==> src/rtl/traffic_light_monitor.sv <==
// Passive safety checker for a two-road traffic light bus: decodes phases and flags conflict, encoding, sequence and dwell errors.
// Stage 1 registers the decoded sample and stage 2 registers the checks; it drives nothing back into the controller.

module traffic_light_road #(
    parameter int GREEN_MIN  = 11,
    parameter int GREEN_MAX  = 11,
    parameter int YELLOW_MIN = 6,
    parameter int YELLOW_MAX = 6
) (
    input  logic       clk,
    input  logic       rst,
    input  logic [2:0] light,
    output logic [1:0] phase,
    output logic       enc_err,
    output logic       seq_err,
    output logic       tim_err
);
    localparam logic [1:0] PH_R = 2'b00;
    localparam logic [1:0] PH_G = 2'b01;
    localparam logic [1:0] PH_Y = 2'b10;
    localparam logic [1:0] PH_X = 2'b11;
    localparam logic [7:0] G_MIN = 8'(GREEN_MIN);
    localparam logic [7:0] G_MAX = 8'(GREEN_MAX);
    localparam logic [7:0] Y_MIN = 8'(YELLOW_MIN);
    localparam logic [7:0] Y_MAX = 8'(YELLOW_MAX);

    logic       enc_q;
    logic       hist_vld;
    logic       first_ph;
    logic [1:0] hist_ph;
    logic [7:0] dwell;
    logic [1:0] dec;
    logic       legal;
    logic [1:0] succ;
    logic       change;
    logic       in_gy;
    logic [7:0] min_v;
    logic [7:0] max_v;

    // An illegal code holds the previous phase, so it never looks like a transition.
    always_comb begin
        dec   = phase;
        legal = 1'b1;
        case (light)
            3'b001:  dec = PH_G;
            3'b010:  dec = PH_Y;
            3'b100:  dec = PH_R;
            default: legal = 1'b0;
        endcase
    end

    always_ff @(posedge clk) begin
        if (rst) begin
            phase <= PH_X;
            enc_q <= 1'b0;
        end else begin
            phase <= dec;
            enc_q <= ~legal;
        end
    end

    always_comb begin
        succ = PH_X;
        case (hist_ph)
            PH_G:    succ = PH_Y;
            PH_Y:    succ = PH_R;
            PH_R:    succ = PH_G;
            default: succ = PH_X;
        endcase
        change  = hist_vld && (phase != hist_ph);
        in_gy   = (hist_ph == PH_G) || (hist_ph == PH_Y);
        min_v   = (hist_ph == PH_G) ? G_MIN : Y_MIN;
        max_v   = (hist_ph == PH_G) ? G_MAX : Y_MAX;
        enc_err = enc_q;
        seq_err = change && (phase != succ);
        // Overrun fires once, when the stored dwell sits at MAX and the phase continues.
        tim_err = in_gy && ((change && !first_ph && (dwell < min_v)) ||
                            (hist_vld && !change && (dwell == max_v)));
    end

    always_ff @(posedge clk) begin
        if (rst) begin
            hist_vld <= 1'b0;
            hist_ph  <= PH_X;
            dwell    <= 8'd0;
            first_ph <= 1'b1;
        end else if (!hist_vld) begin
            if (phase != PH_X) begin
                hist_vld <= 1'b1;
                hist_ph  <= phase;
                dwell    <= 8'd1;
            end
        end else if (change) begin
            hist_ph  <= phase;
            dwell    <= 8'd1;
            first_ph <= 1'b0;
        end else if (dwell != 8'hFF) begin
            dwell <= dwell + 8'd1;
        end
    end
endmodule

module traffic_light_monitor #(
    parameter int GREEN_MIN  = 11,
    parameter int GREEN_MAX  = 11,
    parameter int YELLOW_MIN = 6,
    parameter int YELLOW_MAX = 6
) (
    input  logic       clk,
    input  logic       rst,
    input  logic [2:0] light_a,
    input  logic [2:0] light_b,
    input  logic       clr,
    output logic [1:0] phase_a,
    output logic [1:0] phase_b,
    output logic       err_conflict,
    output logic       err_encoding,
    output logic       err_sequence,
    output logic       err_timing,
    output logic       error_sticky,
    output logic [7:0] err_count
);
    logic enc_a, seq_a, tim_a;
    logic enc_b, seq_b, tim_b;
    logic conflict_nxt;
    logic any_nxt;

    traffic_light_road #(
        .GREEN_MIN(GREEN_MIN), .GREEN_MAX(GREEN_MAX),
        .YELLOW_MIN(YELLOW_MIN), .YELLOW_MAX(YELLOW_MAX)
    ) u_road_a (
        .clk(clk), .rst(rst), .light(light_a), .phase(phase_a),
        .enc_err(enc_a), .seq_err(seq_a), .tim_err(tim_a)
    );

    traffic_light_road #(
        .GREEN_MIN(GREEN_MIN), .GREEN_MAX(GREEN_MAX),
        .YELLOW_MIN(YELLOW_MIN), .YELLOW_MAX(YELLOW_MAX)
    ) u_road_b (
        .clk(clk), .rst(rst), .light(light_b), .phase(phase_b),
        .enc_err(enc_b), .seq_err(seq_b), .tim_err(tim_b)
    );

    always_comb begin
        conflict_nxt = (phase_a != 2'b11) && (phase_b != 2'b11) &&
                       (phase_a != 2'b00) && (phase_b != 2'b00);
        any_nxt      = conflict_nxt | enc_a | enc_b | seq_a | seq_b | tim_a | tim_b;
    end

    always_ff @(posedge clk) begin
        if (rst) begin
            err_conflict <= 1'b0;
            err_encoding <= 1'b0;
            err_sequence <= 1'b0;
            err_timing   <= 1'b0;
            error_sticky <= 1'b0;
            err_count    <= 8'd0;
        end else begin
            err_conflict <= conflict_nxt;
            err_encoding <= enc_a | enc_b;
            err_sequence <= seq_a | seq_b;
            err_timing   <= tim_a | tim_b;
            if (clr) begin
                error_sticky <= 1'b0;
                err_count    <= 8'd0;
            end else if (any_nxt) begin
                error_sticky <= 1'b1;
                if (err_count != 8'hFF)
                    err_count <= err_count + 8'd1;
            end
        end
    end
endmodule

==> config.mk <==
export PLATFORM = sky130hd
export DESIGN_NAME = traffic_light_monitor
export DESIGN_NICKNAME = d
export VERILOG_FILES = /design/src/rtl/traffic_light_monitor.sv
export SDC_FILE = /design/constraint.sdc
export NUM_CORES = 1
export LEC_CHECK = 0
export ABC_AREA = 1
export CAP_MARGIN = 5
export CORE_UTILIZATION = 40
export CTS_CLUSTER_DIAMETER = 50
export DETAILED_ROUTE_END_ITERATION = 16
export PLACE_DENSITY = 0.69
export SETUP_SLACK_MARGIN = 0.15
export SYNTH_ARGS = -nofsm -noshare
export SYNTH_HDL_FRONTEND = slang
export SYNTH_SLANG_ARGS = --single-unit
==> constraint.sdc <==
create_clock -name clk -period 1.8 [get_ports clk]
set_input_delay 0.18 -clock clk [delete_from_list [all_inputs] [get_ports clk]]
set_output_delay 0.18 -clock clk [all_outputs]
set_load 0.05 [all_outputs]
* Yosys cells after proc, flatten, opt, wreduce, memory -nomap -nowiden
Index checks and enable logic that the tools add are counted.
Storage, ports and cells: output and inout port bits 17, flip-flop bits (word level) 43, bits of input ports 9, logic and storage cells 128
Operators by class: equality and inequality tests 25, multiplexer cells 26, magnitude comparators 2, $add $sub $neg 3, reductions and logical operators 43, bitwise logic cells 11
Operator list (count):
- $mux 8 | 8
- $add 8x1->8 const B | 3
- $ne 8x8->1 const B | 3
- $pmux 2 s3 | 4
- $logic_and 1x1->1 | 17
- $eq 8x8->1 | 2
- $lt 8x8->1 | 2
- $reduce_and 2->1 | 7
- $mux 2 | 6
- $or 1x1->1 | 9
- $mux 4 | 2
- $ne 2x2->1 | 4
- $ne 2x2->1 const B | 4
- $reduce_bool 2->1 | 4
- $eq 3x1->1 const B | 2
- $eq 3x2->1 const B | 2
- $eq 3x3->1 const B | 2
- $mux 1 | 6
- $ne 3x3->1 const B | 2
- $reduce_bool 3->1 | 2
- $reduce_or 3->1 | 2
- $eq 2x1->1 const B | 2
- $eq 2x2->1 const B | 2
- $logic_not 1->1 | 4
- 4 further kinds | 9

* Longest topological paths before layout
depth after elaboration 11, gate-level depth with buffers 15, depth with buffers taken out 15

* Cells and area by module
Synthesis repeated with hierarchy kept, for this count alone.
Unflattened totals: cell total of the unflattened synthesis 389, area total of the unflattened synthesis 2613.8 µm²
Modules (own cells, without submodules):
- traffic_light_road at u_road_b | area each 996.0 µm², seq. area each 300.3 µm², instances 1, cells each 153
- traffic_light_road at u_road_a | area each 962.2 µm², seq. area each 300.3 µm², instances 1, cells each 142
- traffic_light_monitor | area each 655.6 µm², seq. area each 260.2 µm², instances 1, cells each 94

* Least setup slack after synthesis
OpenSTA, ideal clock, no wires.
path type register -> register, start point register u_road_b.hist_ph[0], end point register err_count[1], cell stages (with the launch flop) 15, period minus slack after synthesis 1.925 ns, setup slack -0.125 ns, setup time 0.114 ns, arrival time 1.810 ns, data required time 1.686 ns, path buffers 0, cells stage by stage dfxtp_1 -> ha_1 -> inv_1 -> ha_1 -> nand2_1 -> a21oi_1 -> nand2_1 -> nand3_1 -> nand2_1 -> nand2_2 -> nand3_4 -> nand2_4 -> inv_2 -> nor2_1 -> nor2_1
On the way: word-level cells in the longest chain between the ends 9, elaborated cells between the ends (all ways) 23, those cells by class 1 x order compare; 5 x eq/ne; 2 x mux; 3 x bitwise; 12 x reduce/logical
RTL lines:
- from (decl) | line 30 | logic [1:0] hist_ph;
- from (signal assigned) | line 90 | hist_ph <= phase;
- from (signal assigned) | line 94 | hist_ph <= phase;
- branches (longest 7 deep; another with $lt 8x8->1)
- $or 1x1->1 (*) | line 147 | any_nxt = conflict_nxt | enc_a | enc_b | seq_a | seq_b | tim_a | tim_b;
- $reduce_and 2->1 (no line) (*)
- to (signal assigned) | line 169 | err_count <= err_count + 8'd1;
- to (decl) | line 121 | output logic [7:0] err_count
Mark *: on every way between the ends. A chain may end at the register's enable or synchronous reset.

* Worst setup path in the final report
start point register u_road_a.hist_ph[1], end point register err_count[5]
On the way: word-level cells in the longest chain between the ends 10, elaborated cells between the ends (all ways) 24, those cells by class 1 x order compare; 5 x eq/ne; 2 x mux; 4 x bitwise; 12 x reduce/logical
RTL lines (line):
- from (decl) | 30
- from (signal assigned) | 90
- from (signal assigned) | 94
- branches (longest 7 deep; another with $lt 8x8->1)
- $or 1x1->1 (*) (2 in series) | 147
- $reduce_and 2->1 (no line) (*)
Marked as above.

==> summary.md <==
| Metric | Value |
|---|---|
| Clock Skews | `about 0.006 ns` |
| Compound-Gate Fraction of Synth Area | `11.60%` |
| Top_reg_cell synth | `dfxtp_1` |
| Top cells by area, synth | `dfxtp_1, nand2_1, nor2_1` |
| Worst VDD drop | `~0.5 mV` |
| Max cap viols | `0` |
| Initial antenna violation count | `0` |
| Status | `finished, violations left` |
| # clock sinks | `43` |
| Congestion Overflow GR | `0` |
| Cell with the most instances after synthesis | `nand2_1` |
| Diodes inserted | `0` |
| Core Region | `approximately 5600 um2` |
| CTS Hold Bufs | `0` |
| Register area share after synthesis | `between 30% and 40%` |
| RSZ-0062 raised after global routing | `yes` |
| Area share of the largest cell type after synthesis | `between 30% and 40%` |
| Hpwl dp | `3812 um` |
| Finished Core Util | `a little under 60%` |
| PD cells | `769.6 nW/um2` |
| Num rows | `27` |
| Die Ht | `79.36 um` |
| Worst Path Class, Setup | `reg -> reg` |
| Most used cell, CP | `nand2_4` |
| Root Driver | `clkbuf_8` |
| Clk_lat worst skew | `0.30 ns` |
| Synth cell types | `34` |
| Drt drc | `0` |
| Count of final setup violators | `9` |
| Full die area | `6297 um2` |
| Post-DP Area | `2888 um2` |
| Async SR Flop Fraction | `0%` |
| Design Area, Final | `about 3300 um2` |
| CTS H-tree lvls | `2` |
| Adder-Cell Fraction of Synth Area | `4.705%` |
| Pin slew with the least headroom to its limit | `between 0.4 and 0.5 ns` |
| Mean post-synth cell area | `around 7.0 um2` |
| Post-synth EDFFs | `0` |
| Slowest stage delay, CP | `around 0.33 ns` |
| TritonRoute pass-1 iters | `4` |
| Final ANT Viol Nets | `0` |
| Total track usage | `between 15 and 20%` |
| Mux contribution to synthesized area | `0%` |
| Pins Over Slew Limit | `0` |
| Leakage power | `between 0.001 and 0.0015 uW` |
| Wire per inst | `around 12 um` |
| Critical path fanouts, max | `7` |
| Largest net degree at the start of global routing | `15` |
| Routed Wire Length | `5510 um` |
| Post-Syn Area | `2394 um2` |
| Synthesized flop and latch total | `43` |
| IO Port Bufs | `25` |
| Period utilization | `103.8%` |
| Final Hold Viols | `0` |
| Worst path arrival time | `roughly 2.1 ns` |
| Vias in the first global route | `approximately 2100` |
| Syn_nets | `362` |
| Clock Pin Slew Worst Setup and Hold Paths | `~0.090 ns` |
| First-pass GRT wire length | `9045 um` |
| Synth Instances | `between 300 and 400` |
| CP startpoint kind | `flop` |
| Starting Density | `a little over two fifths` |
| Area growth syn-to-layout | `35.96%` |
| Max-slew headroom | `approximately two thirds` |
| CTS tree | `yes` |
| Post-Synth Simple-Gate Area | `33.77%` |
| Cell taking the most area after synthesis | `dfxtp_1` |
| Final worst path period need | `roughly 1.9 ns` |
| Yosys warning count | `0` |
| Gpl congestion | `about 0.92` |
| DR vias | `approximately 2300` |
| Share of layout cells above drive strength 1 | `just over 30%` |
| CP max-delay cell | `dfxtp_2` |
| CTS buffer count | `5` |
| Main combinational cell family by area after synthesis | `simple AND/OR/NAND/NOR gates` |
| CTS Buffer Depth | `2` |
| Worst Path Required | `between 2 and 2.5 ns` |
| Worst min path class | `reg -> reg` |
| Horiz. Die Dim | `around 79 um` |
| Iter 0 DRT Violations | `roughly 100` |
| Post-Synth XOR/XNOR Area | `around 4.4%` |
| Setup ws final | `-0.06857 ns` |
| Via-to-Cell Ratio | `4.932` |
| Overall Power | `roughly 2500 uW` |
| Worst path cell trace | `inv_2 -> ha_4 -> inv_4 -> ha_4 -> nand2_4 -> nor2_4 -> nand2_2 -> nand4_1 -> nand2_2 -> nand2_4 -> nand3_4 -> nand2_4 -> nand2_1 -> a21oi_2` |
| Maximum clock rate | `approximately 0.54 GHz` |
| NumNets Final | `around 420` |
| Failing checks | `setup timing` |
| CP Capture Type | `flop` |
| # IOs | `26` |
| Post-synth top cells | `nand2_1, nor2_1, dfxtp_1, inv_1, a21oi_1` |
==> per-stage QoR <==
step | setup WS, ns | hold WS [ns] | std cells | setup TNS (ns)
floorplan | 0.01105 | 0.3594 | 344 | 0
global placement | -0.02452 | 0.4326 | 454 | -0.04467
detailed placement | -0.07784 | 0.4352 | 454 | -0.4006
CTS | -0.04647 | 0.4533 | 466 | -0.08101
global route | -0.2038 | 0.4859 | 471 | -1.536
finish | -0.06857 | 0.4499 | 471 | -0.4507
==> routing by layer <==
metal	vias up	GRT usage [%]	wire (um)
met4	0	7.091	109
met2	49	28.79	2593
met1	1046	23.98	2601
met3	13	3.333	205
li1	1215	-	-
met5	-	0	0
==> final timing paths <==
| path | from | end | slack (ns) | cells after the start |
|---|---|---|---|---|
| worst min-delay path | u_road_a.first_ph | u_road_a.first_ph | 0.45 | 2 |
| worst min register to register | u_road_a.first_ph | u_road_a.first_ph | 0.45 | 2 |
| worst max register to register | u_road_a.hist_ph[1] | err_count[5] | -0.07 | 14 |
| worst max-delay path | u_road_a.hist_ph[1] | err_count[5] | -0.07 | 14 |
==> power breakdown <==
part | switching, uW | internal, uW
clock | 358 | 414
combinational | 404 | 262
sequential | 59.1 | 1010
==> sequential cells by signal, indices dropped and copies added, names as in the netlist, 2 cells and up <==
name and flops:
err_count 8, u_road_b.dwell 8, u_road_b.hist_ph 2, u_road_a.phase 2, u_road_a.hist_ph 2, u_road_a.dwell 8, u_road_b.phase 2
==> critical path, delay by kind of cell (launching register included) <==
kind            cells  cell delay, ns
simple gates        9            0.81
fa+ha+maj           2            0.42
flops               1            0.33
buf+inv             2            0.12
compound gates      1            0.12
==> cell type report <==
class,instances,area [um2]
repair buffers,50,425.4
inverters,53,209.0
fillers,529,2387
flip-flops and latches,43,885.9
clock buffers,5,68.82
well taps,72,90.09
multi-input cells,245,1531
clock inverters,3,43.79
==> cells in the final DEF, fill, tap and decap left out, types with 4 or more instances in the layout <==
master and count:
dlygate4sd2_1 12, nor2_4 4, nand2_4 5, dfxtp_1 29, ha_4 6, inv_2 14
nand2_2 18, clkbuf_8 5, nand4_1 5, inv_1 34, buf_4 25, nand3_1 20
nor3_1 6, a21oi_2 7, a21oi_1 18, clkdlybuf4s50_1 12, xor2_1 7, xnor2_1 5
nand3_2 5, nand2_1 64, o21ai_0 7, nor2_1 40, inv_4 4, dfxtp_2 11
==> what timing repair did <==
| action | in CTS | in global routing |
|---|---|---|
| resized for setup | 22 | 53 |
| pin swaps | 15 | 22 |
| gates cloned | 1 | 0 |
| buffers inserted | 3 | 5 |
| endpoints found under the setup margin | 25 | 26 |
==> cells by family after synthesis <==
logic type / Yosys count
simple gates: 177
buf+inv: 57
compound gates: 46
flops: 43
xor+xnor: 12
fa+ha+maj: 9
Note: power is estimated with default switching activity, not from simulation.
